$ cat src/rtl/fetch_ctrl_if.sv
// Fetch sequencer bus: request/flush from pipeline control, instruction
// memory read port, and the valid/ready handshake towards decode.
interface fetch_ctrl_if #(
    parameter int ADDR_WIDTH = 24
);
    logic                  start;
    logic [ADDR_WIDTH-1:0] pc_in;
    logic                  flush;
    logic [ADDR_WIDTH-1:0] i_raddr;
    logic [15:0]           i_rdata;
    logic [31:0]           instr;
    logic                  instr_len;
    logic [ADDR_WIDTH-1:0] next_pc;
    logic                  instr_valid;
    logic                  instr_ready;
    logic                  busy;

    // Requester side: pipeline control, instruction memory and decode.
    modport master (
        output start, pc_in, flush, i_rdata, instr_ready,
        input  i_raddr, instr, instr_len, next_pc, instr_valid, busy
    );

    // Fetch sequencer side.
    modport slave (
        input  start, pc_in, flush, i_rdata, instr_ready,
        output i_raddr, instr, instr_len, next_pc, instr_valid, busy
    );
endinterface

$ cat src/rtl/fetch_ctrl.sv
// AAP variable-length instruction fetch sequencer. Reads the first word,
// uses bit 15 to pick 16- or 32-bit length, optionally reads the second
// word, then presents the assembled instruction over valid/ready.
// The second-word read is issued speculatively so a 32-bit fetch costs
// only one extra cycle over a 16-bit one.
module fetch_ctrl #(
    parameter int ADDR_WIDTH = 24
) (
    input  logic          clk,
    input  logic          rst,
    fetch_ctrl_if.slave   bus
);
    typedef enum logic [2:0] {
        S_IDLE  = 3'd0,
        S_RD1   = 3'd1,
        S_W1    = 3'd2,
        S_W2    = 3'd3,
        S_VALID = 3'd4
    } state_t;

    state_t                state_q, state_d;
    logic [ADDR_WIDTH-1:0] pc_q, pc_d;
    logic [ADDR_WIDTH-1:0] raddr_q, raddr_d;
    logic [31:0]           instr_q, instr_d;
    logic                  len_q, len_d;
    logic [ADDR_WIDTH-1:0] next_pc_q, next_pc_d;
    logic                  valid_q, valid_d;

    logic                  abort;
    logic                  take_start;

    // flush only matters once a fetch is in flight; a start that coincides
    // with flush is dropped so the requester must reassert it.
    assign abort      = bus.flush && (state_q != S_IDLE);
    assign take_start = bus.start && !bus.flush &&
                        ((state_q == S_IDLE) ||
                         ((state_q == S_VALID) && bus.instr_ready));

    // State and registered outputs; reset clears everything.
    always_ff @(posedge clk) begin
        if (rst) begin
            state_q   <= S_IDLE;
            pc_q      <= '0;
            raddr_q   <= '0;
            instr_q   <= '0;
            len_q     <= 1'b0;
            next_pc_q <= '0;
            valid_q   <= 1'b0;
        end else begin
            state_q   <= state_d;
            pc_q      <= pc_d;
            raddr_q   <= raddr_d;
            instr_q   <= instr_d;
            len_q     <= len_d;
            next_pc_q <= next_pc_d;
            valid_q   <= valid_d;
        end
    end

    // Next-state selection.
    always_comb begin
        state_d = state_q;
        if (abort) begin
            state_d = S_IDLE;
        end else begin
            unique case (state_q)
                S_IDLE:  if (take_start) state_d = S_RD1;
                S_RD1:   state_d = S_W1;
                S_W1:    state_d = bus.i_rdata[15] ? S_W2 : S_VALID;
                S_W2:    state_d = S_VALID;
                S_VALID: begin
                    if (bus.instr_ready) state_d = take_start ? S_RD1 : S_IDLE;
                end
                default: state_d = S_IDLE;
            endcase
        end
    end

    // Next values of the address, instruction and handshake registers.
    always_comb begin
        pc_d      = pc_q;
        raddr_d   = raddr_q;
        instr_d   = instr_q;
        len_d     = len_q;
        next_pc_d = next_pc_q;
        valid_d   = valid_q;
        if (abort) begin
            valid_d = 1'b0;
        end else begin
            unique case (state_q)
                S_IDLE: begin
                    if (take_start) begin
                        pc_d    = bus.pc_in;
                        raddr_d = bus.pc_in;
                    end
                end
                S_RD1: begin
                    raddr_d = pc_q + ADDR_WIDTH'(1);
                end
                S_W1: begin
                    instr_d[31:16] = bus.i_rdata;
                    if (!bus.i_rdata[15]) begin
                        instr_d[15:0] = 16'h0000;
                        len_d         = 1'b0;
                        next_pc_d     = pc_q + ADDR_WIDTH'(1);
                        valid_d       = 1'b1;
                    end
                end
                S_W2: begin
                    instr_d[15:0] = bus.i_rdata;
                    len_d         = 1'b1;
                    next_pc_d     = pc_q + ADDR_WIDTH'(2);
                    valid_d       = 1'b1;
                end
                S_VALID: begin
                    if (bus.instr_ready) begin
                        valid_d = 1'b0;
                        if (take_start) begin
                            pc_d    = bus.pc_in;
                            raddr_d = bus.pc_in;
                        end
                    end
                end
                default: valid_d = 1'b0;
            endcase
        end
    end

    assign bus.i_raddr     = raddr_q;
    assign bus.instr       = instr_q;
    assign bus.instr_len   = len_q;
    assign bus.next_pc     = next_pc_q;
    assign bus.instr_valid = valid_q;
    assign bus.busy        = (state_q != S_IDLE);

endmodule

$ cat src/flat_wrapper.sv
// flat-port wrapper written by rule: the top's interface ports become plain ports
module fetch_ctrl_flat 
#(
    parameter int ADDR_WIDTH = 24
)
  (clk, rst, bus_start, bus_pc_in, bus_flush, bus_i_rdata, bus_instr_ready, bus_i_raddr, bus_instr, bus_instr_len, bus_next_pc, bus_instr_valid, bus_busy);
  fetch_ctrl_if #(.ADDR_WIDTH(ADDR_WIDTH)) bus_i ();
  input  logic clk;
  input  logic rst;
  input wire logic [$bits(bus_i.start)-1:0] bus_start;
  input wire logic [$bits(bus_i.pc_in)-1:0] bus_pc_in;
  input wire logic [$bits(bus_i.flush)-1:0] bus_flush;
  input wire logic [$bits(bus_i.i_rdata)-1:0] bus_i_rdata;
  input wire logic [$bits(bus_i.instr_ready)-1:0] bus_instr_ready;
  output wire logic [$bits(bus_i.i_raddr)-1:0] bus_i_raddr;
  output wire logic [$bits(bus_i.instr)-1:0] bus_instr;
  output wire logic [$bits(bus_i.instr_len)-1:0] bus_instr_len;
  output wire logic [$bits(bus_i.next_pc)-1:0] bus_next_pc;
  output wire logic [$bits(bus_i.instr_valid)-1:0] bus_instr_valid;
  output wire logic [$bits(bus_i.busy)-1:0] bus_busy;
  assign bus_i.start = bus_start;
  assign bus_i.pc_in = bus_pc_in;
  assign bus_i.flush = bus_flush;
  assign bus_i.i_rdata = bus_i_rdata;
  assign bus_i.instr_ready = bus_instr_ready;
  assign bus_i_raddr = bus_i.i_raddr;
  assign bus_instr = bus_i.instr;
  assign bus_instr_len = bus_i.instr_len;
  assign bus_next_pc = bus_i.next_pc;
  assign bus_instr_valid = bus_i.instr_valid;
  assign bus_busy = bus_i.busy;
  fetch_ctrl #(.ADDR_WIDTH(ADDR_WIDTH)) u_core (.clk(clk), .rst(rst), .bus(bus_i));
endmodule
$ cat config.mk
export PLATFORM = sky130hd
export DESIGN_NAME = fetch_ctrl_flat
export DESIGN_NICKNAME = d
export VERILOG_FILES = /design/src/rtl/fetch_ctrl_if.sv /design/src/rtl/fetch_ctrl.sv /design/src/flat_wrapper.sv
export SDC_FILE = /design/constraint.sdc
export NUM_CORES = 1
export LEC_CHECK = 0
export CAP_MARGIN = 20
export CORE_MARGIN = 8
export CORE_UTILIZATION = 30
export DETAILED_ROUTE_END_ITERATION = 6
export SETUP_SLACK_MARGIN = 0.1
export SLEW_MARGIN = 25
export SYNTH_ARGS = -nofsm -noshare
export SYNTH_HDL_FRONTEND = slang
export SYNTH_SLANG_ARGS = --single-unit
$ cat constraint.sdc
create_clock -name clk -period 4.2 [get_ports clk]
set_input_delay 0.84 -clock clk [delete_from_list [all_inputs] [get_ports clk]]
set_output_delay 0.84 -clock clk [all_outputs]
set_load 0.01 [all_outputs]
==> results.ini <==
[run_status]
status = complete, no violations

[floorplan]
dieArea_sq_um = 20800
start_util_pct = 30.1
ios = 128
num_rows = 47
chipHeight_um = 144
core_region_area_sq_um = 16300
die_x_um = 144

[global_routing]
grt_pass1_vias = 4498
grt_max_degree = 69
grt_pass1_wl_mm = 24.3
grt-ovfl-total = 0
top_usage_layer = met2
use_met3_pct = 3.57
met1_usage_pct = 18.8
grt_use_total_pct = 14.8
met2_usage_pct = 24.1
antenna_found_initial = 0

[final_layout]
area_growth_pct = 34.9
nets = 754
final_cells = 932
fin_util_pct = 40.7
diodes = 0
drive_gt1_share_pct = 5.90

[synth]
syn_nets = 654
synthMuxAreaShare_pct = 0.406
synth-simple-area-share_pct = 23.9
synth_cell_types = 55
ys_seq_elements = 109
yosysTopAreaCell = dfxtp_1
synthAdderAreaFrac_pct = 0.508
ys.flop_type = dfxtp_1
synth-xor-area-share_pct = 6.93
syn_area_sq_um = 4930
yosys_warnings = 0
synth_compound_area_share_pct = 19.5
ys_seq_area_share_pct = 44.3
netlist_instances = 607
synth_top_area_share_pct = 44.3
synthTopCellsByArea = dfxtp_1 (44%), nand2_1 (8.8%), a21oi_1 (5.9%)
synth_top_family_by_area = simple AND/OR/NAND/NOR gates
yosys.cell_count.top_type = nand2_1
synthArstFlopShare_pct = 0
synth_edf_count = 0
synth_common_cells = nand2_1 (115), dfxtp_1 (109), nor2_1 (72)
avgSynthCellArea_sq_um = 8.12

[setup_path]
crit_type = input pin to register
worstSetupStartpointType = input pin
path_cells = clkdlybuf4s50_1 -> a2111o_1 -> nor2_2 -> buf_4 -> nand2_1 -> a31oi_1
required_ns = 4.47
critPathMaxStageDelay_ns = 0.67
worst-path-max-fanout = 31
cpMaxStageDelayCell = a2111o_1
crit_arrival_ns = 2.97
endpoint_kind = register
r2r_setup_slack_ns = 1.85

[sta]
slew_headroom_pct = 40.8
finalHoldViolCount = 0
tightest_slew_ns = 0.886
fmax_mhz = 371
slew_violations = 0
fin_crit_sh_pct = 64.1
clock_skew_ns = 0.00826
rsz0062_at_grt = false
setup_viol = 0
setup_slack_ns = 1.51
min_period_ns = 2.69
tns_ns = 0

[routing]
wl_per_cell_um = 16.6
vias = 4640
drtIter0Drc = 396
first_pass_iters = 5
routed_wl_mm = 15.5
vias_per_cell = 4.98
drcViolationCount = 0
final_antenna_net_count = 0

[power_and_ir_drop]
vdd_drop_max_mv = 0.150
leakage_nw = 2.21
power_density_nw_per_um2 = 340

[clock_tree]
insertion_delay_ns = 0.35
post_cts_resized = 0
cts_tree = built
cts_root_buf = clkbuf_16
cts_setup_buffers = 0
cts_max_level = 3
cts_made_buffers = 9
cts_sinks = 109
clockBufferDepth = 2
holdBufCountCts = 0
path_clk_slew_ns = 0.08

[worst_hold_path]
hold_class = register to register

[place]
hpwl_mm = 11.3
place.port_buffers = 127
gp_congestion = 0.868
pre_cts_ws_ns = 1.13
dp.cells = 916

[run]
maxCapViolations = 0

## power by group
| group | switching (W) | internal [W] |
|---|---|---|
| Combinational | 0.000133 | 0.000124 |
| Clock | 0.000416 | 0.000477 |
| Sequential | 0.0000438 | 0.00107 |
## metal layers
layer | up-vias | wire length (um)
met5 | - | 0
met4 | 0 | 240
met3 | 14 | 1010
met2 | 116 | 7480
met1 | 2188 | 6730
li1 | 2322 | -
## cells in the final DEF, fill, tap and decap left out, types with 3 or more instances in the layout
cell type and n:
nand2_1 115, a21oi_1 58, nand3_1 15, nor2_1 70
nor3_1 15, nand2b_1 3, o21ai_0 14, xnor2_1 15
a311oi_1 3, dfxtp_1 109, or3_1 5, xor2_1 24
a211oi_1 24, nand4_1 8, inv_1 3, and4_1 3
o211ai_1 4, a22oi_1 23, clkbuf_16 9, o22ai_1 7
clkdlybuf4s50_1 126, buf_4 10
## cells by family after synthesis
logic type	Yosys count
AND/OR/NAND/NOR	256
AO/OA/AOI/OAI	149
flip-flops	109
buffers and inverters	50
XOR/XNOR	39
multiplexers	2
adder cells (fa/ha/maj)	2
## state kept, by name (all words and copies together) (netlist names)
| name | count |
|---|---|
| u_core.bus.instr | 32 |
| u_core.bus.i_raddr | 24 |
| u_core.bus.next_pc | 24 |
| u_core.pc_q | 24 |
| u_core.state_q | 3 |
| u_core.bus.instr_len | 1 |
| u_core.bus.instr_valid | 1 |
## critical path, delay by kind of cell
kind / cells / cell delay, ns
buffers and inverters: 2 / 0.93
AOI/OAI and AO/OA: 2 / 0.86
and+or+nand+nor: 2 / 0.31
## path summary, 6_finish.rpt
check | startpoint | endpoint | cells past startpoint
hold / removal | u_core.bus.instr[31]$_SDFFE_PP0P_ | u_core.bus.instr[31]$_SDFFE_PP0P_ | 2
setup / recovery | bus_flush | u_core.bus.i_raddr[11]$_SDFFE_PP0P_ | 6
setup reg to reg | u_core.pc_q[0]$_SDFFE_PP0P_ | u_core.bus.i_raddr[20]$_SDFFE_PP0P_ | 6
hold reg to reg | u_core.bus.instr[31]$_SDFFE_PP0P_ | u_core.bus.instr[31]$_SDFFE_PP0P_ | 2
## through the flow
stage	total power [W]	instance area (sq um)	hold WS, ns
finish	0.00226	6650	0.460
global route	0.00236	6650	0.478
CTS	0.00229	6650	0.460
detailed placement	0.00139	6340	0.450
global placement	0.00139	6340	0.443
floorplan	0.00126	4930	0.472
## layout make-up
class                      count  area [sq um]
multi-input combinational    448          2530
clock inverter                 7          86.3
fill                        1699          9700
clock buffer                   9           225
tap                          220           275
inverter                       3          11.3
sequential                   109          2180
timing repair buffer         136          1340
Power figures use the tool's default switching activity.
==> edit: new RTL, same flow settings <==
`ADDR_WIDTH` is set to 24 in 3 places; all go to 20.
--- a/src/rtl/fetch_ctrl_if.sv
+++ b/src/rtl/fetch_ctrl_if.sv
@@ -2,5 +2,5 @@
 // memory read port, and the valid/ready handshake towards decode.
 interface fetch_ctrl_if #(
-    parameter int ADDR_WIDTH = 24
+    parameter int ADDR_WIDTH = 20
 );
     logic                  start;
--- a/src/rtl/fetch_ctrl.sv
+++ b/src/rtl/fetch_ctrl.sv
@@ -5,5 +5,5 @@
 // only one extra cycle over a 16-bit one.
 module fetch_ctrl #(
-    parameter int ADDR_WIDTH = 24
+    parameter int ADDR_WIDTH = 20
 ) (
     input  logic          clk,
--- a/src/flat_wrapper.sv
+++ b/src/flat_wrapper.sv
@@ -2,5 +2,5 @@
 module fetch_ctrl_flat 
 #(
-    parameter int ADDR_WIDTH = 24
+    parameter int ADDR_WIDTH = 20
 )
   (clk, rst, bus_start, bus_pc_in, bus_flush, bus_i_rdata, bus_instr_ready, bus_i_raddr, bus_instr, bus_instr_len, bus_next_pc, bus_instr_valid, bus_busy);
Ports: changed (resized bus_i_raddr, bus_next_pc and bus_pc_in); port bits go from 128 to 116. No check against the original RTL was run, so the function may have changed too.
==> edit against the unedited design <==
Utilization up 0.74 points; sequential share of layout area decreased by 0.056 points; sequential cell count shrank 12; worst setup slack worse by 60 ps; total power decreased by 4.0%; synthesized area decreased by 12%; wire length shrank 11%; final area fell by 11%; highest routed layer unchanged.
==> edit: results (changes against the unedited design) <==
stage	metric	value	unit	change
run_status	outcome	complete, no violations		
placement	hpwl	9930	um	-12%
final_layout	ff_latch_area	0.00194	sq mm	-11%
synth	synth.distinct_cells	47		-15%
synth	synth_fp_nets	588		-10%
detailed_routing	vias	4221		-9.0%
setup_path	worst-path-max-fanout	14		-55%
power_and_ir_drop	p_leak	2.02	nW	-8.6%
detailed_routing	wl_met3	985	um	-2.4%
final_layout	nNetsFinal	675		-10%
final_layout	clockNetworkAreaShare	0.0616		+0.0148
setup_path	crit_arrival	1910	ps	-1060 ps
placement	io_buffers	115		-9.4%
power_and_ir_drop	ir_drop	0.000170	V	+14%
placement	place_congestion	0.827		-4.7%
global_routing	grt_pass1_vias	4028		-10%
cts	post_cts_resized	0		unchanged
cts	clock-sinks	97		-11%
synth	yosys-mux-area-fraction	0.00464		+0.000574
final_layout	multiInputGateArea	0.00219	sq mm	-14%
final_layout	nNonClkInverters	5		+2
global_routing	grt_pass1_wl	21700	um	-11%
final_layout	fillers	1447		-15%
final_layout	nonClkBufAreaFrac	0.200		-0.00128
synth	synth_compound_area_frac	0.202		+0.00703
global_routing	grt_max_degree	61		-12%
synth	synth_xor_area_frac	0.0629		-0.00643
synth	avgSynthCellArea	7.92	sq um	-2.4%
synth	ys_seq_area_frac	0.450		+0.00697
detailed_routing	drtIter0Drc	490		+24%
placement	dp.cells	805		-12%
synth	synth_commonest_cells	nand2_1 (114), dfxtp_1 (97), a21oi_1 (67)		
synth	synthTopCellsByArea	dfxtp_1 (45%), nand2_1 (9.9%), a21oi_1 (7.8%), nor2_1 (4.7%), xor2_1 (4.3%)		
timing	clock_skew	9.26	ps	+0.999 ps
timing	slew_headroom	0.440		+0.0323
setup_path	crit_path_max_incr_delay	710	ps	+40 ps
synth	synth_fa_ha_area_frac	0.00580		+0.000718
final_layout	signal_buffers	120		-12%
detailed_routing	wl_met2	6590	um	-12%
edit: changes by cell type in the layout (fill, tap and decap cells not counted), moves of 5 or more:
| cell | delta |
|---|---|
| a22oi_1 | -6 |
| nor3_1 | -5 |
| dfxtp_1 | -12 |
| a211oi_1 | -15 |
| xnor2_1 | -5 |
| a21oi_1 | +9 |
| o22ai_1 | -6 |
| buf_4 | -5 |
| nand3_1 | -5 |
| nor2_1 | -16 |
| clkdlybuf4s50_1 | -12 |
| o21ai_0 | +9 |
edit: final timing paths:
check                             start                endpoint  slack (ps)  depth (start not counted)
setup / recovery      u_core.state_q[1]                bus_busy        1450                          2
hold reg to reg   u_core.bus.next_pc[0]   u_core.bus.next_pc[0]         460                          2
setup reg to reg      u_core.state_q[1]  u_core.bus.next_pc[18]        1920                          5
hold / removal    u_core.bus.next_pc[0]   u_core.bus.next_pc[0]         460                          2
edit: layer usage:
layer,vias to the layer above,global-route usage
met5,-,0
met4,0,0.0592
met3,23,0.0425
met2,166,0.237
met1,1979,0.185
li1,2053,-
edit: stage by stage:
| stage | setup slack, ps | total power [mW] | hold WS, ps | cell area (sq um) |
|---|---|---|---|---|
| 2_1_floorplan | 2060 | 1.08 | 472 | 4320 |
| 3_3_place_gp | 1300 | 1.18 | 447 | 5550 |
| 3_5_place_dp | 1230 | 1.19 | 448 | 5550 |
| 4_1_cts | 1500 | 2.20 | 462 | 5920 |
| 5_1_grt | 1330 | 2.26 | 476 | 5930 |
| 6_report | 1450 | 2.17 | 458 | 5930 |
edit: report_power, final:
part	internal [mW]	switching [mW]	leakage [nW]
combinational	0.0943	0.101	1.05
sequential	0.944	0.0280	0.786
clock	0.644	0.361	0.178
edit: critical path: cells and delay by family, from the launching register on:
kind / cells / cell delay [ps]
simple gates: 1 / 290
flops: 1 / 710
buf+inv: 1 / 570
